## config.mk

```make
export PLATFORM = sky130hd
export DESIGN_NAME = pwr_domain_agent
export DESIGN_NICKNAME = d
export VERILOG_FILES = /design/src/rtl/pwr_agent_pkg.sv /design/src/rtl/pwr_agent_txn_cnt.sv /design/src/rtl/pwr_domain_agent.sv
export SDC_FILE = /design/constraint.sdc
export NUM_CORES = 1
export LEC_CHECK = 0
export ABC_AREA = 0
export ABC_CLOCK_PERIOD_IN_PS = 9100
export CORE_ASPECT_RATIO = 0.6
export CORE_MARGIN = 2
export CORE_UTILIZATION = 35
export CTS_CLUSTER_SIZE = 28
export DETAILED_ROUTE_END_ITERATION = 8
export MAX_ROUTING_LAYER = met4
export PLACE_DENSITY = 0.64
export SYNTH_ARGS = -nofsm -noshare
export SYNTH_HDL_FRONTEND = slang
export SYNTH_HIERARCHICAL = 1
export SYNTH_SLANG_ARGS = --single-unit
```

## constraint.sdc

```tcl
create_clock -name clk -period 9.1 [get_ports clk]
set_input_delay 1.365 -clock clk [delete_from_list [all_inputs] [get_ports clk]]
set_output_delay 1.365 -clock clk [all_outputs]
set_load 0.01 [all_outputs]
```

## src/rtl/pwr_agent_pkg.sv

```systemverilog
// Shared state encoding and default timing constants for the
// domain-side power agent and its sequencer integration.
package pwr_agent_pkg;

    typedef enum logic [3:0] {
        A_OFF     = 4'd0,
        A_RAMP    = 4'd1,
        A_POWERED = 4'd2,
        A_RESTORE = 4'd3,
        A_ACTIVE  = 4'd4,
        A_DRAIN   = 4'd5,
        A_SAVE    = 4'd6,
        A_IDLE    = 4'd7,
        A_ERR     = 4'd8
    } agent_state_e;

    localparam int unsigned DEF_OUTST_MAX   = 15;
    localparam int unsigned DEF_ACK_TIMEOUT = 1024;
    localparam int unsigned DEF_RST_REL_DLY = 8;

    function automatic int unsigned max_u(
        input int unsigned a,
        input int unsigned b
    );
        return (a > b) ? a : b;
    endfunction

endpackage

```

## src/rtl/pwr_agent_txn_cnt.sv

```systemverilog
// Outstanding-transaction counter; never wraps, flags illegal
// issue/done instead of counting them.
module pwr_agent_txn_cnt
    import pwr_agent_pkg::*;
#(
    parameter int unsigned OUTST_MAX = DEF_OUTST_MAX,
    parameter int unsigned CW        = $clog2(OUTST_MAX + 1)
) (
    input  logic          clk,
    input  logic          rst_n,
    input  logic          issue_i,
    input  logic          done_i,
    input  logic          allow_i,
    output logic [CW-1:0] cnt_o,
    output logic [CW-1:0] cnt_nxt_o,
    output logic          err_o
);

    logic [CW-1:0] cnt_q;
    logic [CW-1:0] cnt_d;
    logic          inc;
    logic          dec;
    logic          full;
    logic          empty;
    logic          ovf;
    logic          unf;

    always_comb begin
        inc   = issue_i & ~done_i;
        dec   = done_i & ~issue_i;
        full  = (cnt_q == CW'(OUTST_MAX));
        empty = (cnt_q == '0);
        ovf   = inc & (~allow_i | full);
        // a paired issue+done is net-zero unless neither half could be legal
        unf   = (dec & empty) | (issue_i & done_i & ~allow_i & empty);
        cnt_d = cnt_q;
        if (!(ovf | unf)) begin
            if (inc) begin
                cnt_d = cnt_q + CW'(1);
            end else if (dec) begin
                cnt_d = cnt_q - CW'(1);
            end
        end
    end

    always_ff @(posedge clk or negedge rst_n) begin
        if (!rst_n) begin
            cnt_q <= '0;
        end else begin
            cnt_q <= cnt_d;
        end
    end

    assign cnt_o     = cnt_q;
    assign cnt_nxt_o = cnt_d;
    assign err_o     = ovf | unf;

endmodule

```

## src/rtl/pwr_domain_agent.sv

```systemverilog
// Domain-side power handshake responder; retention save/restore states
// are built only when PWR_DOMAIN_AGENT_RETENTION_EN is defined.
module pwr_domain_agent
    import pwr_agent_pkg::*;
#(
    parameter int unsigned OUTST_MAX   = DEF_OUTST_MAX,
    parameter int unsigned ACK_TIMEOUT = DEF_ACK_TIMEOUT,
    parameter int unsigned RST_REL_DLY = DEF_RST_REL_DLY
) (
    input  logic clk,
    input  logic rst_n,
    input  logic pwr_sw_en_i,
    input  logic iso_en_i,
    input  logic rst_assert_i,
    input  logic clk_en_i,
    input  logic pwr_sw_ack_i,
    output logic domain_idle_o,
    output logic dom_rst_n_o,
    output logic txn_allow_o,
    input  logic txn_issue_i,
    input  logic txn_done_i,
    output logic ret_save_o,
    input  logic ret_save_done_i,
    output logic ret_restore_o,
    input  logic ret_restore_done_i,
    output logic agent_err_o
);

    localparam int unsigned CW = $clog2(OUTST_MAX + 1);
    localparam int unsigned TW = $clog2(max_u(ACK_TIMEOUT, RST_REL_DLY) + 1);

`ifdef PWR_DOMAIN_AGENT_RETENTION_EN
    localparam agent_state_e UP_ST = A_RESTORE;
    localparam agent_state_e DN_ST = A_SAVE;
`else
    localparam agent_state_e UP_ST = A_ACTIVE;
    localparam agent_state_e DN_ST = A_IDLE;
`endif

    agent_state_e  state_q;
    agent_state_e  state_d;
    logic [TW-1:0] tmr_q;
    logic [TW-1:0] tmr_d;
    logic [TW-1:0] tmr_inc;
    logic          ack_q;
    logic          ack_d;

    logic [CW-1:0] cnt;
    logic [CW-1:0] cnt_nxt;
    logic          cnt_err;
    logic          allow;

    logic          hs_ok;
    logic          pwrdn_rq;
    logic          ack_fall;
    logic          in_pwr;
    logic          ramp_to;
    logic          save_abt;
    logic          fault;

    pwr_agent_txn_cnt #(
        .OUTST_MAX (OUTST_MAX),
        .CW        (CW)
    ) u_cnt (
        .clk       (clk),
        .rst_n     (rst_n),
        .issue_i   (txn_issue_i),
        .done_i    (txn_done_i),
        .allow_i   (allow),
        .cnt_o     (cnt),
        .cnt_nxt_o (cnt_nxt),
        .err_o     (cnt_err)
    );

    assign allow    = (state_q == A_ACTIVE) && (cnt < CW'(OUTST_MAX));
    assign hs_ok    = clk_en_i & ~iso_en_i & ~rst_assert_i;
    assign pwrdn_rq = iso_en_i | rst_assert_i;
    assign ack_fall = ack_q & ~pwr_sw_ack_i & pwr_sw_en_i;
    assign tmr_inc  = tmr_q + TW'(1);
    assign ack_d    = pwr_sw_ack_i;
    assign in_pwr   = state_q inside {A_POWERED, A_RESTORE, A_ACTIVE,
                                      A_DRAIN, A_SAVE};
    assign ramp_to  = (state_q == A_RAMP) & ~pwr_sw_ack_i &
                      (tmr_q == TW'(ACK_TIMEOUT - 1));

`ifdef PWR_DOMAIN_AGENT_RETENTION_EN
    assign save_abt = (state_q == A_SAVE) & ~pwr_sw_en_i;
`else
    logic unused_ret;
    assign save_abt   = 1'b0;
    assign unused_ret = ret_save_done_i ^ ret_restore_done_i;
`endif

    assign fault = cnt_err | (in_pwr & ack_fall) | ramp_to | save_abt;

    always_comb begin
        state_d = state_q;
        tmr_d   = tmr_q;
        if (state_q == A_ERR) begin
            state_d = A_ERR;
        end else if (fault) begin
            state_d = A_ERR;
        end else if (!pwr_sw_en_i) begin
            state_d = A_OFF;
            tmr_d   = '0;
        end else begin
            case (state_q)
                A_OFF: begin
                    state_d = A_RAMP;
                    tmr_d   = '0;
                end
                A_RAMP: begin
                    if (pwr_sw_ack_i) begin
                        state_d = A_POWERED;
                        tmr_d   = '0;
                    end else begin
                        tmr_d = tmr_inc;
                    end
                end
                A_POWERED: begin
                    // release delay counts only while the handshake is steady
                    if (hs_ok) begin
                        tmr_d = tmr_inc;
                        if (tmr_inc == TW'(RST_REL_DLY)) begin
                            state_d = UP_ST;
                        end
                    end else begin
                        tmr_d = '0;
                    end
                end
`ifdef PWR_DOMAIN_AGENT_RETENTION_EN
                A_RESTORE: begin
                    if (ret_restore_done_i) begin
                        state_d = A_ACTIVE;
                    end
                end
                A_SAVE: begin
                    if (ret_save_done_i) begin
                        state_d = A_IDLE;
                    end
                end
`endif
                A_ACTIVE: begin
                    if (pwrdn_rq) begin
                        state_d = A_DRAIN;
                    end
                end
                A_DRAIN: begin
                    if (!pwrdn_rq) begin
                        state_d = A_ACTIVE;
                    end else if (cnt_nxt == '0) begin
                        state_d = DN_ST;
                    end
                end
                A_IDLE: begin
                    if (!pwrdn_rq) begin
                        state_d = A_POWERED;
                        tmr_d   = '0;
                    end
                end
                default: begin
                    state_d = A_ERR;
                end
            endcase
        end
    end

    always_ff @(posedge clk or negedge rst_n) begin
        if (!rst_n) begin
            state_q <= A_OFF;
            tmr_q   <= '0;
            ack_q   <= 1'b0;
        end else begin
            state_q <= state_d;
            tmr_q   <= tmr_d;
            ack_q   <= ack_d;
        end
    end

    always_comb begin
        domain_idle_o = 1'b0;
        dom_rst_n_o   = 1'b0;
        ret_save_o    = 1'b0;
        ret_restore_o = 1'b0;
        agent_err_o   = 1'b0;
        case (state_q)
            A_OFF, A_IDLE: begin
                domain_idle_o = 1'b1;
            end
            A_ACTIVE, A_DRAIN: begin
                dom_rst_n_o = 1'b1;
            end
`ifdef PWR_DOMAIN_AGENT_RETENTION_EN
            A_RESTORE: begin
                dom_rst_n_o   = 1'b1;
                ret_restore_o = 1'b1;
            end
            A_SAVE: begin
                dom_rst_n_o = 1'b1;
                ret_save_o  = 1'b1;
            end
`endif
            A_ERR: begin
                domain_idle_o = 1'b1;
                agent_err_o   = 1'b1;
            end
            default: begin
                domain_idle_o = 1'b0;
            end
        endcase
    end

    assign txn_allow_o = allow;

endmodule

```

=== Yosys cells after proc, flatten, opt, wreduce, memory -nomap -nowiden ===
Cells that the tools add are included.

* Reduce and logical (&&, ||, !) cells: 9
* Order comparisons: 1
* Bitwise logic cells: 28
* Add/sub/neg operators: 3
* Equality and inequality tests: 19
* Multiplexer cells: 22

{| class="wikitable"
|+ Operators by type and width
! operator !! count
|-
| $mux 4 || 13
|-
| $mux 11 || 4
|-
| $pmux 11 s4 || 1
|-
| $pmux 4 s6 || 1
|-
| $eq 4x3->1 const B || 4
|-
| $ne 5x4->1 const B || 3
|-
| $and 1x1->1 || 14
|-
| $logic_not 4->1 || 3
|-
| $add 11x1->11 const B || 1
|-
| $eq 11x10->1 const B || 1
|-
| $eq 11x4->1 const B || 1
|-
| $eq 4x2->1 const B || 2
|-
| $eq 4x4->1 const B || 2
|-
| $not 1->1 || 8
|-
| $ne 6x4->1 const B || 1
|-
| $or 1x1->1 || 6
|-
| $reduce_and 6->1 || 1
|-
| $ne 5x1->1 const B || 1
|-
| $ne 5x3->1 const B || 1
|-
| $ne 5x5->1 const B || 1
|-
| $reduce_bool 5->1 || 1
|-
| $add 4x1->4 const B || 1
|-
| $eq 4x1->1 const B || 1
|-
| $lt 4x4->1 const B || 1
|-
| 7 further kinds || 9
|}

* Register bits after elaboration: 20
* Output and inout bits: 6

=== Depth between registers and ports, before layout ===
Gate-level depths: netlist of the first run.

* Depth after elaboration: 15
* Gate-level depth with buffers: 13

=== Modules after synthesis ===
The synthesis of the first run kept the hierarchy.

{| class="wikitable"
|+ By module, submodules not included
! module !! instances !! area an instance (sq um) !! cells an instance
|-
| pwr_domain_agent || 1 || 1223.7 || 150
|-
| pwr_agent_txn_cnt || 1 || 305.3 || 34
|}

=== Worst setup path after synthesis of the first run ===
OpenSTA, ideal clock, no wires.

* Path kind: input-to-reg
* Start point: input txn_issue_i
* End point: register state_q[1]
* Data arrival time: 3.528 ns
* Slack: 5.447 ns
* Stages: 10
* Library setup time: 0.125 ns
* Path buffers: 0
* Path through: nor2b_1 > and4_2 > o21ai_0 > mux2_2 > nor4_1 > nor3b_1 > a221oi_1 > nand4_1 > o21ai_2 > mux2_4

* Cells in the longest elaborated chain, start to end: 9
* Elaborated cells on any way between the ends: 25

{| class="wikitable"
|+ RTL lines
! what !! line !! source
|-
| from (decl) || pwr_domain_agent.sv:20 || <nowiki>input logic txn_issue_i,</nowiki>
|-
| $and 1x1->1 or $not 1->1 (tied branches) || pwr_agent_txn_cnt.sv:35, pwr_agent_txn_cnt.sv:30 ||
|-
| $and 1x1->1, on equally long branches || pwr_agent_txn_cnt.sv:35, pwr_agent_txn_cnt.sv:30 ||
|-
| $and 1x1->1 || pwr_agent_txn_cnt.sv:35 || <nowiki>unf = (dec & empty) | (issue_i & done_i & ~allow_i & empty);</nowiki>
|-
| $or 1x1->1 || pwr_agent_txn_cnt.sv:35 ||
|-
| $or 1x1->1 || pwr_agent_txn_cnt.sv:37 || <nowiki>if (!(ovf | unf)) begin</nowiki>
|-
| $mux 4 (*) || pwr_agent_txn_cnt.sv:37 ||
|-
| net cnt_nxt[3] || pwr_domain_agent.sv:49 || <nowiki>logic [CW-1:0] cnt_nxt;</nowiki>
|-
| $logic_not 4->1 (*) || pwr_domain_agent.sv:151 || <nowiki>end else if (cnt_nxt == '0) begin</nowiki>
|-
| $ne 6x4->1 (no line) (*) || n/a ||
|-
| $reduce_and 6->1 (no line) (*) || n/a ||
|-
| to (signal assigned) || pwr_domain_agent.sv:174 || <nowiki>state_q <= state_d;</nowiki>
|-
| to (decl) || pwr_domain_agent.sv:40 || <nowiki>agent_state_e state_q;</nowiki>
|}

The timed path passes the listed nets; every way through them passes the cells marked *.
A chain may end at the register's enable or synchronous reset.

=== Final worst setup path of the first run ===
* Start point: input txn_issue_i
* End point: register state_q[2]

Same word-level chain as after synthesis.

==> results of run 1 <==
-- how the worst max path moves through the flow --
stage                                   to  slack [ns]  cells after the start
global route        state_q[2]$_DFFE_PN0P_        4.65                     11
global placement    state_q[1]$_DFFE_PN0P_        4.61                     11
detailed placement  state_q[2]$_DFFE_PN0P_        4.62                     11
finish              state_q[2]$_DFFE_PN0P_        4.84                     11
floorplan           state_q[1]$_DFFE_PN0P_        5.45                     10
CTS                 state_q[2]$_DFFE_PN0P_        4.88                     11
-- flip-flops by register name, summed over array words and instances (netlist names) --
signal,cells
ack_q,1
state_q,4
u_cnt/cnt_o,4
tmr_q,11
-- cells in the mapped netlist, types with 2 or more instances --
library cell	number	area share [%]
inv_1	6	1.5
ha_1	3	2.5
o21ai_1	16	5.2
mux2_2	2	1.5
buf_4	2	0.98
o21bai_1	2	0.98
xnor2_1	3	1.7
o21ai_0	5	1.6
buf_2	8	2.6
a21o_1	3	1.5
o2111ai_2	2	2.0
a31oi_1	2	0.82
nor2_1	18	4.4
a22o_1	2	1.1
nand3_1	5	1.6
o31ai_1	2	0.98
o211ai_1	3	1.5
and4_1	3	1.7
nand2_1	19	4.7
nand4_1	5	2.0
a21oi_1	5	1.6
nor4_1	2	0.82
nor3_1	3	0.98
and2_1	2	0.82
mux2_4	2	2.0
nor2b_1	4	1.6
nand2b_1	3	1.2
clkbuf_1	2	0.49
and3_1	5	2.0
dfrtp_1	20	33
-- where the power goes --
part	leakage [nW]	internal [mW]	switching [mW]
sequential	0.263	0.0982	0.0173
combinational	0.393	0.0250	0.0291
clock	0.0288	0.0385	0.0301
total	0.685	0.162	0.0765
-- metal layers --
layer | part of all wire (%) | vias up | global-route usage [%]
met4 | 0.76 | 0 | 2.488
met2 | 36 | 36 | 20.12
met3 | 5.2 | 4 | 3.561
li1 | - | 690 | -
met1 | 58 | 656 | 26.36
met5 | 0 | - | -
-- cells in the final DEF, fill, tap and decap left out, types with 6 or more instances in the layout --
| cell | n |
|---|---|
| dfrtp_1 | 20 |
| nand2_1 | 19 |
| nor2_1 | 18 |
| o21ai_1 | 16 |
| clkdlybuf4s50_1 | 12 |
| inv_1 | 6 |
-- metrics by stage --
| stage | power (mW) | cells |
|---|---|---|
| global placement | 0.1684 | 244 |
| global route | 0.2530 | 248 |
| CTS | 0.2395 | 248 |
| finish | 0.2382 | 248 |
| detailed placement | 0.1696 | 244 |
| floorplan | 0.1503 | 185 |
-- final cells by class --
type                       instances  area (sq um)
sequential                        20         500.5
clock buffer                       4         55.05
inverter                           6         22.52
fill                             438          2429
tap                               60         75.07
multi-input combinational        146         942.2
timing repair buffer              12         120.1
-- logic make-up (layout without fill, tap and decap cells) --
kind of cell / after synthesis / after routing
other cells: 1 / 2
buf+inv: 19 / 22
compound gates: 54 / 54
fa+ha+maj: 3 / 3
flops: 20 / 20
simple gates: 79 / 79
xor+xnor: 4 / 4
mux: 4 / 4
==> impl_metrics.py, run 1 <==
metrics = {
    "setup_path": {
        "cp-start-kind": "primary input",
        "cp.arrival_ns": 4.41,
        "r2r_cells": 12,
        "crit_chain": "clkdlybuf4s50_1 > nor2b_1 > and4_2 > o21ai_0 > mux2_2 > nor4_1 > nor3b_1 > a221oi_1 > nand4_1 > o21ai_2 > mux2_4",
        "critPathMaxFanout": 7,
        "timing.rr.end": "state_q[2]$_DFFE_PN0P_",
        "startpoint": "txn_issue_i",
        "crit_family": "simple AND/OR/NAND/NOR gates",
        "r2r_start": "state_q[2]$_DFFE_PN0P_",
        "rrSetupSlack_ns": 5.53,
        "cp_slowest_cell": "clkdlybuf4s50_1",
        "crit_type": "primary input to flip-flop",
        "cp.required_ns": 9.25,
        "cp.buffers_inverters": 1,
        "worstSetupEndpointType": "flip-flop",
        "slowest_delay_ns": 0.50,
    },
    "die": {
        "die-area_sq_um": 4930,
        "initial_core_util_pct": 36.90,
        "num_rows": 18,
        "chipWidth_um": 89.33,
        "chipHeight_um": 55.20,
        "io_pins": 17,
        "core_area_sq_um": 4144,
    },
    "sta": {
        "rsz0062_at_grt": "no",
        "layout_min_cycle_time_ns": 4.256,
        "setup_viol": 0,
        "worst_hold_slack_ns": 0.5161,
        "drv_slew": 0,
        "fmax_ghz": 0.2350,
        "fin_ws_ns": 4.844,
        "relSlewSlack_pct": 35.60,
        "finClkSkew_ns": 0.001945,
        "report.final.hold_viol_count": 0,
        "tightest_slew_ns": 0.9631,
        "tns_ns": 0,
        "fin_crit_sh_pct": 46.77,
    },
    "clocking": {
        "cts_max_level": 1,
        "clk_latency_ns": 0.26,
        "ctsHoldBuffers": 0,
        "cts_resized": 0,
        "cts_max_path_buffers": 2,
        "ctsRootBufferMaster": "clkbuf_8",
        "cts_num_sinks": 20,
        "cts_tree": "built",
        "numCtsBuffers": 3,
        "post-cts-setup-buffer-count": 0,
        "clk_pin_slew_worst_paths_ns": 0.07,
    },
    "yosys": {
        "syn_area_sq_um": 1529,
        "synth-main-ff-cell": "dfrtp_1",
        "synthAdderAreaFrac_pct": 2.455,
        "yosys.cell_types.count": 55,
        "synth_warnings": 6,
        "syn-mean-instance-area_sq_um": 8.310,
        "synth_simple_gate_area_share_pct": 28.23,
        "postSynth.asyncResetShare_pct": 100.0,
        "synth_compound_area_share_pct": 24.71,
        "yosysSeqAreaShare_pct": 32.73,
        "synthMuxAreaShare_pct": 3.437,
        "synth_cells": 184,
        "ys_ff_latch": 20,
        "synth_edf_count": 0,
        "synth_xor_area_share_pct": 2.291,
        "synth_top_family_by_area": "simple AND/OR/NAND/NOR gates",
    },
    "route": {
        "dr.first_iter.drc_count": 166,
        "routedWlPerCell_um": 13.77,
        "detail-route-antenna-nets": 0,
        "vias": 1386,
        "drc_errors": 0,
        "viasPerCell": 5.589,
        "totalWireLength_um": 3415,
        "drtPass1Iterations": 4,
    },
    "worst_hold_path": {
        "hp-start": "tmr_q[2]$_DFFE_PN0P_",
        "holdPathStages": 1,
        "hp-class": "flip-flop to flip-flop",
        "min_to": "tmr_q[2]$_DFFE_PN0P_",
    },
    "outcome": {
        "status": "finished, final reports clean",
    },
    "layout": {
        "area_growth_pct": 12.19,
        "post_route_cells_drive_above_1_share_pct": 8.511,
        "diodes": 0,
        "nets": 203,
        "finish.utilization_pct": 41.39,
        "final_cell_area_sq_um": 1715,
    },
    "global_route": {
        "grt_max_degree": 21,
        "grt_usage_pct": 16.32,
        "grt_overflow": 0,
        "grt_pass1_wl_um": 5934,
        "grt_pass1_vias": 1131,
        "antenna_found_initial": 0,
    },
    "place": {
        "gp_congestion": 0.8185,
        "port_buffers": 12,
        "pre_cts_ws_ns": 4.616,
        "post_dp_cell_area_sq_um": 1660,
        "hpwl_um": 2552,
    },
    "run": {
        "max_cap_viol_count": 0,
    },
    "power": {
        "p_leak_nw": 0.6845,
        "pwr_density_cell_nw_per_um2": 138.8,
        "ir_drop_mv": 0.04319,
    },
}
Note: power is estimated with default switching activity, not from simulation.
==> inputs of run 2 (changes only) <==
ABC_CLOCK_PERIOD_IN_PS = 3850   (was 9100)
PLACE_DENSITY = 0.66   (was 0.64)
clock period = 3.85 ns   (was 9.1 ns; I/O delays follow)
==> run 2 against run 1 <==
  * Total power rose by 140%
  * Sequential power rose by 140%
  * Highest routed layer unchanged
  * Largest power group unchanged
  * First-iteration DRC count fell by 20%
  * Global-route usage rose by 0.70 points
  * Sequential cell count did not move
==> impl_metrics.py, run 2 (synthesized netlist as in run 1, its figures left out) <==
metrics = {
    "layout": {
        "fillers": 423,
        "fin_cells": 255,
        "top_register": "tmr_q",
        "post_route_cells_drive_above_1_share_pct": 11.79,
        "largest_reg_flops": 11,
        "diodes": 0,
        "nets": 210,
        "final_cell_mix": "20 x dfrtp_1, 19 x nand2_1, 18 x nor2_1",
        "finish.utilization_pct": 42.66,
        "area_growth_pct": 15.63,
        "layout_commonest_cell": "dfrtp_1",
    },
    "clocking": {
        "ctsHoldBuffers": 0,
        "ctsRootBufferMaster": "clkbuf_8",
        "cts_num_sinks": 20,
        "cts_resized": 0,
        "clk_latency_ns": 0.26,
        "post-cts-setup-buffer-count": 0,
        "cts_max_level": 1,
        "numCtsBuffers": 3,
        "clk_pin_slew_worst_paths_ns": 0.07,
        "cts_max_path_buffers": 2,
        "cts_tree": "built",
    },
    "place": {
        "gp_congestion": 0.8234,
        "hpwl_um": 2757,
        "port_buffers": 12,
        "dp_cells": 251,
    },
    "global_route": {
        "grt_usage_pct": 17.02,
        "grt_pass1_vias": 1219,
        "grt_overflow": 0,
        "grt_pass1_wl_um": 6134,
        "grt_max_degree": 21,
        "antenna_found_initial": 0,
    },
    "sta": {
        "report.final.hold_viol_count": 0,
        "fin_crit_sh_pct": 90.95,
        "fmax_ghz": 0.2856,
        "finClkSkew_ns": 0.004535,
        "layout_min_cycle_time_ns": 3.502,
        "drv_slew": 0,
        "rsz0062_at_grt": "no",
        "relSlewSlack_pct": 41.50,
        "setup_viol": 0,
        "tns_ns": 0,
        "worst_hold_slack_ns": 0.5025,
        "tightest_slew_ns": 0.8748,
    },
    "setup_path": {
        "worstSetupEndpointType": "flip-flop",
        "cp.required_ns": 4.00,
        "cp.arrival_ns": 3.65,
        "crit_type": "flip-flop to flip-flop",
        "cp-start-kind": "flip-flop",
        "critPathMaxFanout": 6,
        "rrSetupSlack_ns": 0.35,
    },
    "outcome": {
        "status": "finished, final reports clean",
    },
    "route": {
        "totalWireLength_um": 3646,
        "drtPass1Iterations": 4,
        "detail-route-antenna-nets": 0,
        "drc_errors": 0,
        "dr.first_iter.drc_count": 132,
        "vias": 1432,
        "routedWlPerCell_um": 14.30,
        "viasPerCell": 5.616,
    },
    "die": {
        "num_rows": 18,
        "initial_core_util_pct": 36.90,
        "chipWidth_um": 89.33,
        "io_pins": 17,
        "core_area_sq_um": 4144,
        "chipHeight_um": 55.20,
        "die-area_sq_um": 4930,
    },
    "power": {
        "p_leak_nw": 0.7188,
        "ir_drop_mv": 0.2244,
        "pwr_density_cell_nw_per_um2": 318.8,
        "p_total_uw": 563.6,
    },
    "worst_hold_path": {
        "hp-class": "flip-flop to flip-flop",
    },
    "run": {
        "max_cap_viol_count": 0,
    },
}
-- run 2: cell count changes in the layout (fill, tap and decap cells not counted), sizes merged --
cell  before  now
buf        0    7
-- run 2: layer usage --
layer / global-route usage (%) / vias to the layer above / wire (um)
met4: 3.483 / 0 / 40
met2: 21.11 / 44 / 1335
met3: 3.264 / 5 / 232
met1: 27.33 / 682 / 2037
li1: - / 701 / -
met5: - / - / 0
-- run 2: layout make-up --
class | count | area (sq um) | area share (%)
sequential | 20 | 500.5 | 28.31
inverter | 6 | 22.52 | 1.274
multi-input combinational | 146 | 942.2 | 53.29
timing repair buffer | 19 | 172.7 | 9.766
tap | 60 | 75.07 | 4.246
clock buffer | 4 | 55.05 | 3.114
-- run 2: critical path, stage by stage, from the launching register on --
cell and delay (ns):
dfrtp_1 0.46, inv_1 0.09, ha_1 0.18, or3b_1 0.38
a22o_1 0.27, and4_4 0.20, a221o_1 0.27, nor4_1 0.36
nor3b_1 0.10, a221oi_1 0.39, nand4_1 0.17, o21ai_2 0.21
mux2_4 0.31
-- run 2: path summary, 6_finish.rpt --
kind                                     startpoint                     end  cells past startpoint
max                        u_cnt/cnt_o[0]$_DFF_PN0_  state_q[1]$_DFFE_PN0P_                     12
max reg2reg                u_cnt/cnt_o[0]$_DFF_PN0_  state_q[1]$_DFFE_PN0P_                     12
min reg2reg                    tmr_q[1]$_DFFE_PN0P_    tmr_q[1]$_DFFE_PN0P_                      2
min                            tmr_q[1]$_DFFE_PN0P_    tmr_q[1]$_DFFE_PN0P_                      2
min in group asynchronous                     rst_n    tmr_q[6]$_DFFE_PN0P_                      1
max in group asynchronous                     rst_n   tmr_q[10]$_DFFE_PN0P_                      1
-- run 2: per-stage QoR --
step | setup WS, ns | cell area [sq um]
after global placement | 0.1121 | 1713
after global routing | 0.03062 | 1768
after floorplan | 0.6731 | 1533
after detailed placement | 0.1362 | 1713
final | 0.3484 | 1768
after CTS | 0.3478 | 1768
-- run 2: where the power goes --
group	switching, mW	total [mW]	internal [mW]
Clock	0.0692	0.160	0.0911
Combinational	0.0684	0.129	0.0608
Sequential	0.0420	0.274	0.232
==> patch (config.mk and constraints of run 1) <==
Reset style: synchronous (`rst_n`), changed in 2 clocked blocks.
--- a/src/rtl/pwr_agent_txn_cnt.sv
+++ b/src/rtl/pwr_agent_txn_cnt.sv
@@ -45,3 +45,3 @@
 
-    always_ff @(posedge clk or negedge rst_n) begin
+    always_ff @(posedge clk) begin
         if (!rst_n) begin
--- a/src/rtl/pwr_domain_agent.sv
+++ b/src/rtl/pwr_domain_agent.sv
@@ -167,3 +167,3 @@
 
-    always_ff @(posedge clk or negedge rst_n) begin
+    always_ff @(posedge clk) begin
         if (!rst_n) begin
Behaviour: differs if rst_n is asserted again (counterexample within 4 cycles, from zero or initial values and one cycle with rst_n low); with rst_n held inactive, the same outputs for 10 cycles.
==> patch against run 1 <==
  * Sequential cell count unchanged
  * Critical path type unchanged
  * Worst setup slack improved by 140 ps
  * Power decreased by 6.8%
  * Core utilization grew 0.66 points
  * Global-route usage increased by 1.9 points
  * Sequential power shrank 14%
  * Cell area increased by 1.6%
  * Synthesized cell count rose by 1.6%
  * Largest power group unchanged
  * Area after synthesis is 0.25% lower
  * Routed wire length up 12%
  * First-iteration DRC count shrank 33%
==> patch: results (changes against run 1) <==
drt:
  dr_wl_met2_um: 1370  # was 1230 um
  wl_um: 3820  # was 3420 um
  m1WireLength_um: 2240  # was 1980 um
  drt-wirelength-per-cell_um: 14.8  # was 13.8 um
  drtIter0Drc: 111  # was 166
  met3_wirelength_um: 214  # was 178 um
  maxUsedRoutingLayer: "met3"  # was met4
  viasPerCell: 5.50  # was 5.59
synth:
  synth_seq_area_share_pct: 26.3  # was 32.7%
  synth_ff_type: "dfxtp_1"  # was dfrtp_1
  async_flop_share_pct: 0  # was 100%
  ys_types: 60  # was 55
  ys_top_cells_by_area: "dfxtp_1 (26%), nand2_1 (5.7%), a32o_1 (3.9%)"  # was dfrtp_1 (33%), o21ai_1 (5.2%), nand2_1 (4.7%)
worst_setup_path:
  cp.arrival_ps: 4310  # was 4410 ps
  crit_fanout: 6  # was 7
  ff2ff_path_depth: 11  # was 12
  slowest_stage: "or4b_1"  # was clkdlybuf4s50_1
  timing.rr.end: "state_q[1]$_SDFFE_PP0P_"  # was state_q[2]$_DFFE_PN0P_
  slowest_delay_ps: 560  # was 500 ps
  r2r_start: "state_q[2]$_SDFFE_PP0P_"  # was state_q[2]$_DFFE_PN0P_
placed_design:
  dp_cells: 254  # was 244
  place_area_mm2: 0.00169  # was 0.00166 mm2
  dpl_worst_slack_ps: 4740  # was 4620 ps
  place_congestion: 0.906  # was 0.819
pwr:
  swShare_pct: 30.1  # was 32.1%
  power_density_mw_per_mm2: 127  # was 139 mW/mm2
  ir_drop_uv: 48.6  # was 43.2 uV
  comb_power_share_pct: 24.7  # was 22.7%
  seq_power_share_pct: 44.6  # was 48.5%
global_route:
  grt_pass1_vias: 1266  # was 1131
  use_met1_pct: 28.6  # was 26.4%
  grt_usage_pct: 18.2  # was 16.3%
  grtUsageMet3_pct: 4.15  # was 3.56%
finish:
  fin_nets: 213  # was 203
  nFillCells: 446  # was 438
  drive_gt1_share_pct: 11.6  # was 8.51%
sta:
  fmax_mhz: 243  # was 235 MHz
  slew_headroom_pct: 63.9  # was 35.6%
  whs_ps: 527  # was 516 ps
outcome:
  status: "finished clean"  # unchanged
worst_hold_path:
  hp-start: "tmr_q[9]$_SDFFE_PN0P_"  # was tmr_q[2]$_DFFE_PN0P_
patch: cell families (layout without fill, tap and decap cells):
| logic type | count (synthesis) | after routing | share of synthesized area (%) |
|---|---|---|---|
| compound gates | 49 | 49 | 26.3 |
| buf+inv | 13 | 23 | 4.35 |
| flops | 20 | 20 | 26.3 |
| simple gates | 89 | 89 | 32.6 |
| mux | 6 | 6 | 4.43 |
| other cells | 1 | 2 | 0.246 |
| fa+ha+maj | 3 | 3 | 2.46 |
| xor+xnor | 6 | 6 | 3.45 |
patch: final cells by class:
class	count	area, um2	share of cell area [%]
multi-input cells	155	1060	60.9
well taps	60	75.1	4.31
clock buffers	4	55.1	3.16
flip-flops and latches	20	400	23.0
repair buffers	13	128	7.32
inverters	6	22.5	1.29
patch: tightest hold or removal path, cell delays in order, from the launching register on:
cell and delay, ps:
dfxtp_1 340, o21ai_0 80, a21oi_1 60
